<file path="config.mk">
export PLATFORM = sky130hd
export DESIGN_NAME = time_counter_chain
export DESIGN_NICKNAME = d
export VERILOG_FILES = /design/src/rtl/time_pkg.sv /design/src/rtl/mod_stage.sv /design/src/rtl/time_counter_chain.sv
export SDC_FILE = /design/constraint.sdc
export NUM_CORES = 1
export LEC_CHECK = 0
export ABC_CLOCK_PERIOD_IN_PS = 2460
export CAP_MARGIN = 20
export CORE_UTILIZATION = 56
export DETAILED_ROUTE_END_ITERATION = 8
export PLACE_DENSITY = 0.82
export SKIP_CTS_REPAIR_TIMING = 1
export SYNTH_ARGS = -nofsm -noshare
export SYNTH_HDL_FRONTEND = slang
export SYNTH_SLANG_ARGS = --single-unit
</file>
<file path="constraint.sdc">
create_clock -name clk -period 2.46 [get_ports clk]
set_input_delay 0.369 -clock clk [delete_from_list [all_inputs] [get_ports clk]]
set_output_delay 0.369 -clock clk [all_outputs]
set_load 0.05 [all_outputs]
</file>
<file path="src/rtl/time_pkg.sv">
// Shared constants for the chained time counter: field indices, direction/mode
// encodings, default moduli and presets, and the field-width helper.
package time_pkg;

    localparam int unsigned NUM_FIELDS = 4;

    localparam logic [1:0] FLD_MSEC = 2'd0;
    localparam logic [1:0] FLD_SEC  = 2'd1;
    localparam logic [1:0] FLD_MIN  = 2'd2;
    localparam logic [1:0] FLD_HOUR = 2'd3;

    localparam logic DIR_UP   = 1'b0;
    localparam logic DIR_DOWN = 1'b1;

    localparam logic MODE_SW  = 1'b0;
    localparam logic MODE_CLK = 1'b1;

    localparam int unsigned DEF_MSEC_COUNT = 100;
    localparam int unsigned DEF_SEC_COUNT  = 60;
    localparam int unsigned DEF_MIN_COUNT  = 60;
    localparam int unsigned DEF_HOUR_COUNT = 24;

    localparam int unsigned DEF_INIT_MSEC = 0;
    localparam int unsigned DEF_INIT_SEC  = 0;
    localparam int unsigned DEF_INIT_MIN  = 0;
    localparam int unsigned DEF_INIT_HOUR = 12;

    // Bits needed to hold 0..mod-1; never narrower than one bit.
    function automatic int unsigned fld_width(input int unsigned mod);
        return (mod > 1) ? $clog2(mod) : 1;
    endfunction

endpackage

</file>
<file path="src/rtl/mod_stage.sv">
// One modulo field of the time chain: preset load, clear, up/down count with
// carry/borrow out, and an isolated +1 edit that never carries.
module mod_stage
    import time_pkg::*;
#(
    parameter int unsigned MOD  = 10,
    parameter int unsigned INIT = 0
) (
    input  logic                      clk,
    input  logic                      reset,
    input  logic                      en,
    input  logic                      dir,
    input  logic                      clr,
    input  logic                      load,
    input  logic                      inc,
    output logic [fld_width(MOD)-1:0] value,
    output logic                      carry_out
);

    localparam int unsigned W = fld_width(MOD);
    localparam logic [W-1:0] LAST   = W'(MOD - 1);
    localparam logic [W-1:0] INIT_V = W'(INIT);

    logic         at_top;
    logic         at_zero;
    logic [W-1:0] up_val;
    logic [W-1:0] dn_val;

    assign at_top  = (value == LAST);
    assign at_zero = (value == '0);
    assign up_val  = at_top  ? '0   : value + W'(1);
    assign dn_val  = at_zero ? LAST : value - W'(1);

    // Carry on up-wrap, borrow on down-wrap; only meaningful while counting.
    assign carry_out = en & ((dir == DIR_DOWN) ? at_zero : at_top);

    always_ff @(posedge clk or posedge reset) begin
        if (reset) begin
            value <= '0;
        end else if (load) begin
            value <= INIT_V;
        end else if (clr) begin
            value <= '0;
        end else if (en) begin
            value <= (dir == DIR_DOWN) ? dn_val : up_val;
        end else if (inc) begin
            value <= up_val;
        end
    end

endmodule

</file>
<file path="src/rtl/time_counter_chain.sv">
// Centisecond/second/minute/hour time core: four chained modulo stages with
// run/stop, up/down, stopwatch/clock preset, clear and per-field edit.
module time_counter_chain
    import time_pkg::*;
#(
    parameter int unsigned MSEC_COUNT = DEF_MSEC_COUNT,
    parameter int unsigned SEC_COUNT  = DEF_SEC_COUNT,
    parameter int unsigned MIN_COUNT  = DEF_MIN_COUNT,
    parameter int unsigned HOUR_COUNT = DEF_HOUR_COUNT,
    parameter int unsigned INIT_MSEC  = DEF_INIT_MSEC,
    parameter int unsigned INIT_SEC   = DEF_INIT_SEC,
    parameter int unsigned INIT_MIN   = DEF_INIT_MIN,
    parameter int unsigned INIT_HOUR  = DEF_INIT_HOUR
) (
    input  logic                             clk,
    input  logic                             reset,
    input  logic                             i_tick,
    input  logic                             i_run,
    input  logic                             i_clear,
    input  logic                             i_dir,
    input  logic                             i_mode,
    input  logic [1:0]                       i_edit_sel,
    input  logic                             i_edit_inc,
    output logic [fld_width(MSEC_COUNT)-1:0] o_msec,
    output logic [fld_width(SEC_COUNT)-1:0]  o_sec,
    output logic [fld_width(MIN_COUNT)-1:0]  o_min,
    output logic [fld_width(HOUR_COUNT)-1:0] o_hour,
    output logic                             o_wrap,
    output logic                             o_zero
);

    logic                  load_pending;
    logic                  mode_q;
    logic                  all_zero;
    logic                  sw_hold;
    logic                  cnt_en;
    logic                  edit_en;
    logic                  stage_load;
    logic                  stage_clr;
    logic [NUM_FIELDS-1:0] carry;
    logic [NUM_FIELDS-1:0] stage_en;
    logic [NUM_FIELDS-1:0] stage_inc;

    assign all_zero = (o_msec == '0) && (o_sec == '0) && (o_min == '0) && (o_hour == '0);
    assign o_zero   = all_zero;

    // Stopwatch counting down parks at zero instead of borrowing into 23:59.
    assign sw_hold = (i_dir == DIR_DOWN) && (i_mode == MODE_SW) && all_zero;

    assign cnt_en  = !load_pending && !i_clear && i_run && i_tick && !sw_hold;
    assign edit_en = !load_pending && !i_clear && !i_run && i_edit_inc;

    // A preset in stopwatch mode is just a clear to zero.
    assign stage_load = load_pending && (i_mode == MODE_CLK);
    assign stage_clr  = (load_pending && (i_mode == MODE_SW)) || (!load_pending && i_clear);

    assign stage_en[0] = cnt_en;
    assign stage_en[1] = carry[0] & cnt_en;
    assign stage_en[2] = carry[1] & cnt_en;
    assign stage_en[3] = carry[2] & cnt_en;

    assign stage_inc[0] = edit_en && (i_edit_sel == FLD_MSEC);
    assign stage_inc[1] = edit_en && (i_edit_sel == FLD_SEC);
    assign stage_inc[2] = edit_en && (i_edit_sel == FLD_MIN);
    assign stage_inc[3] = edit_en && (i_edit_sel == FLD_HOUR);

    // A mode change requests a preset for the following cycle; a preset that is
    // already being applied samples the current mode, so it absorbs the change.
    always_ff @(posedge clk or posedge reset) begin
        if (reset) begin
            load_pending <= 1'b1;
            mode_q       <= MODE_SW;
            o_wrap       <= 1'b0;
        end else begin
            load_pending <= load_pending ? 1'b0 : (i_mode != mode_q);
            mode_q       <= i_mode;
            o_wrap       <= carry[NUM_FIELDS-1];
        end
    end

    mod_stage #(.MOD(MSEC_COUNT), .INIT(INIT_MSEC)) u_msec (
        .clk(clk), .reset(reset), .en(stage_en[0]), .dir(i_dir), .clr(stage_clr),
        .load(stage_load), .inc(stage_inc[0]), .value(o_msec), .carry_out(carry[0])
    );

    mod_stage #(.MOD(SEC_COUNT), .INIT(INIT_SEC)) u_sec (
        .clk(clk), .reset(reset), .en(stage_en[1]), .dir(i_dir), .clr(stage_clr),
        .load(stage_load), .inc(stage_inc[1]), .value(o_sec), .carry_out(carry[1])
    );

    mod_stage #(.MOD(MIN_COUNT), .INIT(INIT_MIN)) u_min (
        .clk(clk), .reset(reset), .en(stage_en[2]), .dir(i_dir), .clr(stage_clr),
        .load(stage_load), .inc(stage_inc[2]), .value(o_min), .carry_out(carry[2])
    );

    mod_stage #(.MOD(HOUR_COUNT), .INIT(INIT_HOUR)) u_hour (
        .clk(clk), .reset(reset), .en(stage_en[3]), .dir(i_dir), .clr(stage_clr),
        .load(stage_load), .inc(stage_inc[3]), .value(o_hour), .carry_out(carry[3])
    );

endmodule

</file>
# --- Word-level counts from Yosys, hierarchy flattened ---
# Cells that the tools add are included.
# W data, S select, Z words.
totals:
  ff_bits: 27
  in_bits: 10
  output_inout_bits: 26
  wordCells: 96
classes:
  add_sub_neg: 8
  n_eq_ne: 8
  mux: 33
  bitwise: 8
  reduce_logical: 32
ops:
  columns: ["operator", "count"]
  rows:
  - ["$mux W6", 14]
  - ["$mux W7", 7]
  - ["$mux W5", 7]
  - ["$logic_and A1 B1 Y1", 18]
  - ["$reduce_bool A4 Y1", 4]
  - ["$add A6 B1 Y6 const B", 2]
  - ["$eq A6 B6 Y1 const B", 2]
  - ["$logic_not A6 Y1", 2]
  - ["$sub A6 B1 Y6 const B", 2]
  - ["$add A7 B1 Y7 const B", 1]
  - ["$and A1 B1 Y1", 7]
  - ["$eq A7 B7 Y1 const B", 1]
  - ["$logic_not A7 Y1", 1]
  - ["$sub A7 B1 Y7 const B", 1]
  - ["$add A5 B1 Y5 const B", 1]
  - ["$eq A5 B5 Y1 const B", 1]
  - ["$logic_not A5 Y1", 1]
  - ["$mux W1", 5]
  - ["$sub A5 B1 Y5 const B", 1]
  - ["$eq A2 B2 Y1 const B", 2]
  - ["$logic_not A1 Y1", 4]
  - ["$eq A2 B1 Y1 const B", 1]
  - ["$logic_not A2 Y1", 1]
  - ["$logic_or A1 B1 Y1", 1]
  - ["2 further kinds", 2]

# --- Logic depth before layout (Yosys ltp) ---
logic_depth:
  depth_word: 16
  depth_mapped: 10
  depth_no_buf: 8

# --- Hierarchy ---
# Synthesis repeated with hierarchy kept, for this count alone.
hier_totals:
  hier_cells: 309
  area_unflattened_um2: 2527.4
modules_own_cells:
  columns: ["module", "instances", "cells_each", "area_each_um2", "seq_area_each_um2"]
  rows:
  - ["mod_stage at u_msec", 1, 86, 675.6, 175.2]
  - ["mod_stage at u_min", 1, 74, 608.1, 150.1]
  - ["mod_stage at u_sec", 1, 71, 554.3, 150.1]
  - ["mod_stage at u_hour", 1, 45, 421.7, 125.1]
  - ["time_counter_chain", 1, 33, 267.8, 76.3]

# --- Worst setup path after synthesis ---
# Ideal clock, no wire load.
synth_timing:
  kind: "reg2reg"
  startpoint: "register u_min.value[0]"
  endpoint: "register u_hour.value[0]"
  setup_time_ns: 0.099
  arrival_time_ns: 2.471
  required_ns: 2.361
  slack_ns: -0.110
  stages_incl_launch_ff: 10
  path_buffers: 1
  synth_period_minus_slack_ns: 2.570
  cell_sequence: "dfrtp_1 > clkbuf_1 > inv_1 > ha_1 > nor2b_1 > and2_1 > a311o_2 > o31ai_1 > a22oi_1 > a311oi_1"
synth_via:
  elab_chain_cells: 15
  elab_cells_between_ends: 18
  classes_between: "eq/ne (1); mux (4); bitwise (6); reduce/logical (7)"
synth_lines:
  columns: ["item", "line_no", "text"]
  rows:
  - ["from (decl)", "mod_stage.sv:16", "output logic [fld_width(MOD)-1:0] value,"]
  - ["from (signal assigned)", "mod_stage.sv:45", "value <= (dir == DIR_DOWN) ? dn_val : up_val;"]
  - ["from (signal assigned)", "mod_stage.sv:47", "value <= up_val;"]
  - ["$logic_not A6 Y1", "mod_stage.sv:30, time_counter_chain.sv:44", null]
  - ["$logic_and A1 B1 Y1 (2 in a row)", "time_counter_chain.sv:44", "assign all_zero = (o_msec == '0) && (o_sec == '0) && (o_min == '0) && (o_hour == '0);"]
  - ["$logic_and A1 B1 Y1", "time_counter_chain.sv:48", "assign sw_hold = (i_dir == DIR_DOWN) && (i_mode == MODE_SW) && all_zero;"]
  - ["$logic_not A1 Y1", "time_counter_chain.sv:50", "assign cnt_en = !load_pending && !i_clear && i_run && i_tick && !sw_hold;"]
  - ["$logic_and A1 B1 Y1", "time_counter_chain.sv:50", null]
  - ["$and A1 B1 Y1", "mod_stage.sv:35", "assign carry_out = en & ((dir == DIR_DOWN) ? at_zero : at_top);"]
  - ["$and A1 B1 Y1", "time_counter_chain.sv:58", "assign stage_en[1] = carry[0] & cnt_en;"]
  - ["$and A1 B1 Y1", "mod_stage.sv:35", null]
  - ["$and A1 B1 Y1", "time_counter_chain.sv:59", "assign stage_en[2] = carry[1] & cnt_en;"]
  - ["$and A1 B1 Y1", "mod_stage.sv:35", null]
  - ["$and A1 B1 Y1 (*)", "time_counter_chain.sv:60", "assign stage_en[3] = carry[2] & cnt_en;"]
  - ["$mux W5", "mod_stage.sv:44", "end else if (en) begin"]
  - ["$mux W5", "mod_stage.sv:42", "end else if (clr) begin"]
  - ["$mux W5", "mod_stage.sv:40", "end else if (load) begin"]
  - ["to (signal assigned)", "mod_stage.sv:45", null]
  - ["to (signal assigned)", "mod_stage.sv:47", null]
  - ["to (decl)", "mod_stage.sv:16", null]
# Every way passes the cells marked *; elsewhere a longest branch is shown, timed or not.
# A chain may end at the register's enable or synchronous reset.

# --- Worst setup path after layout ---
layout_timing:
  startpoint: "register u_msec.value[0]"
  endpoint: "output port o_zero"
layout_via:
  elab_chain_cells: 4
layout_lines:
  columns: ["item", "line_no", "text"]
  rows:
  - ["from (decl)", "mod_stage.sv:16", null]
  - ["from (signal assigned)", "mod_stage.sv:45", null]
  - ["from (signal assigned)", "mod_stage.sv:47", null]
  - ["$logic_not A7 Y1", "time_counter_chain.sv:44", null]
  - ["$logic_and A1 B1 Y1 (3 in a row)", "time_counter_chain.sv:44", null]
  - ["to (decl)", "time_counter_chain.sv:29", "output logic o_zero"]
# No other way between the ends.

==> results.json <==
{
  "maxSlewHeadroom_pct": 66.8,
  "vias": 2667,
  "grt_pass1_wl_mm": 11.8,
  "power_frac_comb_pct": 49.6,
  "ant_nets": 0,
  "netlist_area_sq_um": 2560,
  "final_cell_mix": "buf_4 (35), clkdlybuf4s50_1 (34), nand2_1 (26)",
  "drc_errors": 0,
  "insertedDiodeCount": 0,
  "cts_tree": "done",
  "end_kind": "output port",
  "ir_drop_uv": 278,
  "final_max_slew_viol_count": 0,
  "critPathArrivalTime_ns": 1.98,
  "synth.distinct_cells": 67,
  "setup_violations": 0,
  "crit_fanout": 7,
  "synth-main-ff-cell": "dfrtp_1",
  "cts_sinks": 27,
  "gp_congestion": 0.905,
  "fmax_mhz": 425,
  "overflow": 0,
  "finClkSkew_ns": 0.00239,
  "switchingPower_w": 0.000681,
  "ys_seq_elements": 27,
  "drtPass1Iterations": 5,
  "netSwitchingFraction_pct": 42.6,
  "fin_area_sq_um": 3240,
  "power_density_nw_per_um2": 493,
  "coreArea_sq_um": 4380,
  "cts.clk_slew.worst_paths_ns": 0.10,
  "routedWlPerCell_um": 16.6,
  "clkPwrFrac_pct": 17.0,
  "hold_violations": 0,
  "crit_path_start_kind": "flop",
  "fin_crit_ns": 2.35,
  "ff2ff_setup_slack_ns": 0.12,
  "p_int_w": 0.000918,
  "drive_above_1_share_pct": 20.6,
  "syn_avg_cell_area_sq_um": 8.27,
  "postSynthCellCount": 310,
  "synth_seq_area_share_pct": 26.4,
  "clock_path_buffers": 2,
  "drtIter0Drc": 309,
  "grt_max_degree": 28,
  "grt_use_total_pct": 29.4,
  "grt_pass1_vias": 2521,
  "synth_warnings": 0,
  "multi_input_area_sq_um": 1770,
  "antenna_found_initial": 0,
  "dieArea_sq_um": 4850,
  "synth_edf_count": 0,
  "synth_nets": 332,
  "dp_hpwl_mm": 4.99,
  "rsz0062_at_grt": "no",
  "cts_root_buffer": "clkbuf_8",
  "n_fill_cell": 324,
  "synthArstFlopShare_pct": 100,
  "worst_pin_slew_ns": 0.497,
  "placed_area_sq_um": 3130,
  "via_per_inst": 6.41,
  "layout_commonest_cell": "buf_4",
  "max-cap-violations": 0,
  "cts_max_level": 1,
  "io_pins": 36,
  "portBuffers": 35,
  "start_util_pct": 58.4,
  "nets": 387,
  "rows": 24,
  "seqPwrFrac_pct": 33.5,
  "min_period_over_period_pct": 95.7,
  "clkLatencyLatePin_ns": 0.28,
  "p_leak_nw": 1.32,
  "setup.worst_path.class": "flop to output port",
  "die_width_um": 69.6,
  "area_delta_synth_final_pct": 26.6,
  "hp-class": "input pin to asynchronous set/reset pin",
  "required_ns": 2.09,
  "die_y_um": 69.6,
  "register_area_sq_um": 682,
  "status": "finished clean",
  "wirelength_mm": 6.91,
  "finalPower_w": 0.00160,
  "cts_buffers": 3
}
-- critical path, stage by stage (launching register included) --
cell and delay, ns:
dfrtp_2 0.47, inv_1 0.13, ha_1 0.18, nor3b_4 0.24, and2_2 0.26, nand2_1 0.08, nor2_2 0.17, buf_12 0.16
-- area by class of cell --
cell class,instances,area share (%)
clock buffers,4,1.39
repair buffers,71,19.6
inverters,12,1.39
well taps,52,2.01
flip-flops and latches,27,21.0
multi-input cells,250,54.6
-- cells by family (layout without fill, tap and decap cells) --
logic type | count (synthesis) | in the layout | synth area share, %
flops | 27 | 27 | 26.4
mux | 4 | 4 | 1.61
fa+ha+maj | 12 | 12 | 5.86
buf+inv | 33 | 87 | 5.96
simple gates | 123 | 123 | 27.9
xor+xnor | 13 | 13 | 4.44
compound gates | 98 | 98 | 27.8
-- path summary, 6_finish.rpt --
check,from,endpoint,depth (start not counted)
worst max-delay path,u_msec.value[0],o_zero,7
worst min-delay path,reset,u_sec.value[0],3
worst max register to register,u_msec.value[0],u_sec.value[2],7
worst min register to register,mode_q,load_pending,2
max in group asynchronous,reset,load_pending,3
min in group clk,mode_q,load_pending,2
-- per-layer routing --
layer / up-vias / wire length, um / part of all wire (%) / global-route usage, %
li1: 1275 / - / - / -
met1: 1250 / 3000 / 43 / 39.5
met2: 128 / 3400 / 49 / 47.6
met3: 14 / 386 / 5.6 / 3.63
met4: 0 / 121 / 1.8 / 12.9
met5: - / 0 / 0 / 0
-- synthesized netlist by cell type (all sizes together), types with 5 or more instances --
| cell type | instances | area [sq um] |
|---|---|---|
| nand4 | 7 | 56.3 |
| dfrtp | 26 | 651 |
| xor2 | 5 | 43.8 |
| and3 | 6 | 37.5 |
| buf | 14 | 81.3 |
| nor3 | 13 | 81.3 |
| a211oi | 6 | 50.1 |
| ha | 12 | 150 |
| nor2 | 27 | 109 |
| nand2 | 26 | 97.6 |
| clkbuf | 7 | 26.3 |
| o21ai | 14 | 70.1 |
| a311oi | 5 | 43.8 |
| nand3 | 13 | 70.1 |
| a31oi | 8 | 50.1 |
| xnor2 | 8 | 70.1 |
| inv | 12 | 45.0 |
| o211ai | 6 | 45.0 |
| o31ai | 6 | 45.0 |
| a21oi | 18 | 90.1 |
-- power by group through the flow --
stage	logic [W]	clock network [W]	registers (W)
6_report	0.000793	0.000271	0.000535
5_1_grt	0.000854	0.000294	0.000542
3_5_place_dp	0.000755	0	0.000539
3_3_place_gp	0.000744	0	0.000539
2_1_floorplan	0.000443	0	0.000629
4_1_cts	0.000759	0.000273	0.000531
-- sequential cells by signal, indices dropped and copies added, names as in the netlist --
| name | flops |
|---|---|
| load_pending | 1 |
| mode_q | 1 |
| o_wrap | 1 |
| u_hour.value | 5 |
| u_min.value | 6 |
| u_msec.value | 7 |
| u_sec.value | 6 |
-- stage by stage --
stage               setup TNS [ns]  setup slack [ns]  hold WS, ns  util (%)  cells
floorplan                        0           0.00503        0.400         -    310
global placement                 0           0.00903        0.468      71.4    409
detailed placement          -0.504            -0.204        0.486      71.4    409
CTS                              0            0.0153        0.479      72.4    413
global route                     0           0.00262        0.511      74.0    416
finish                           0             0.107        0.463      74.0    416
Power figures use the tool's default switching activity.
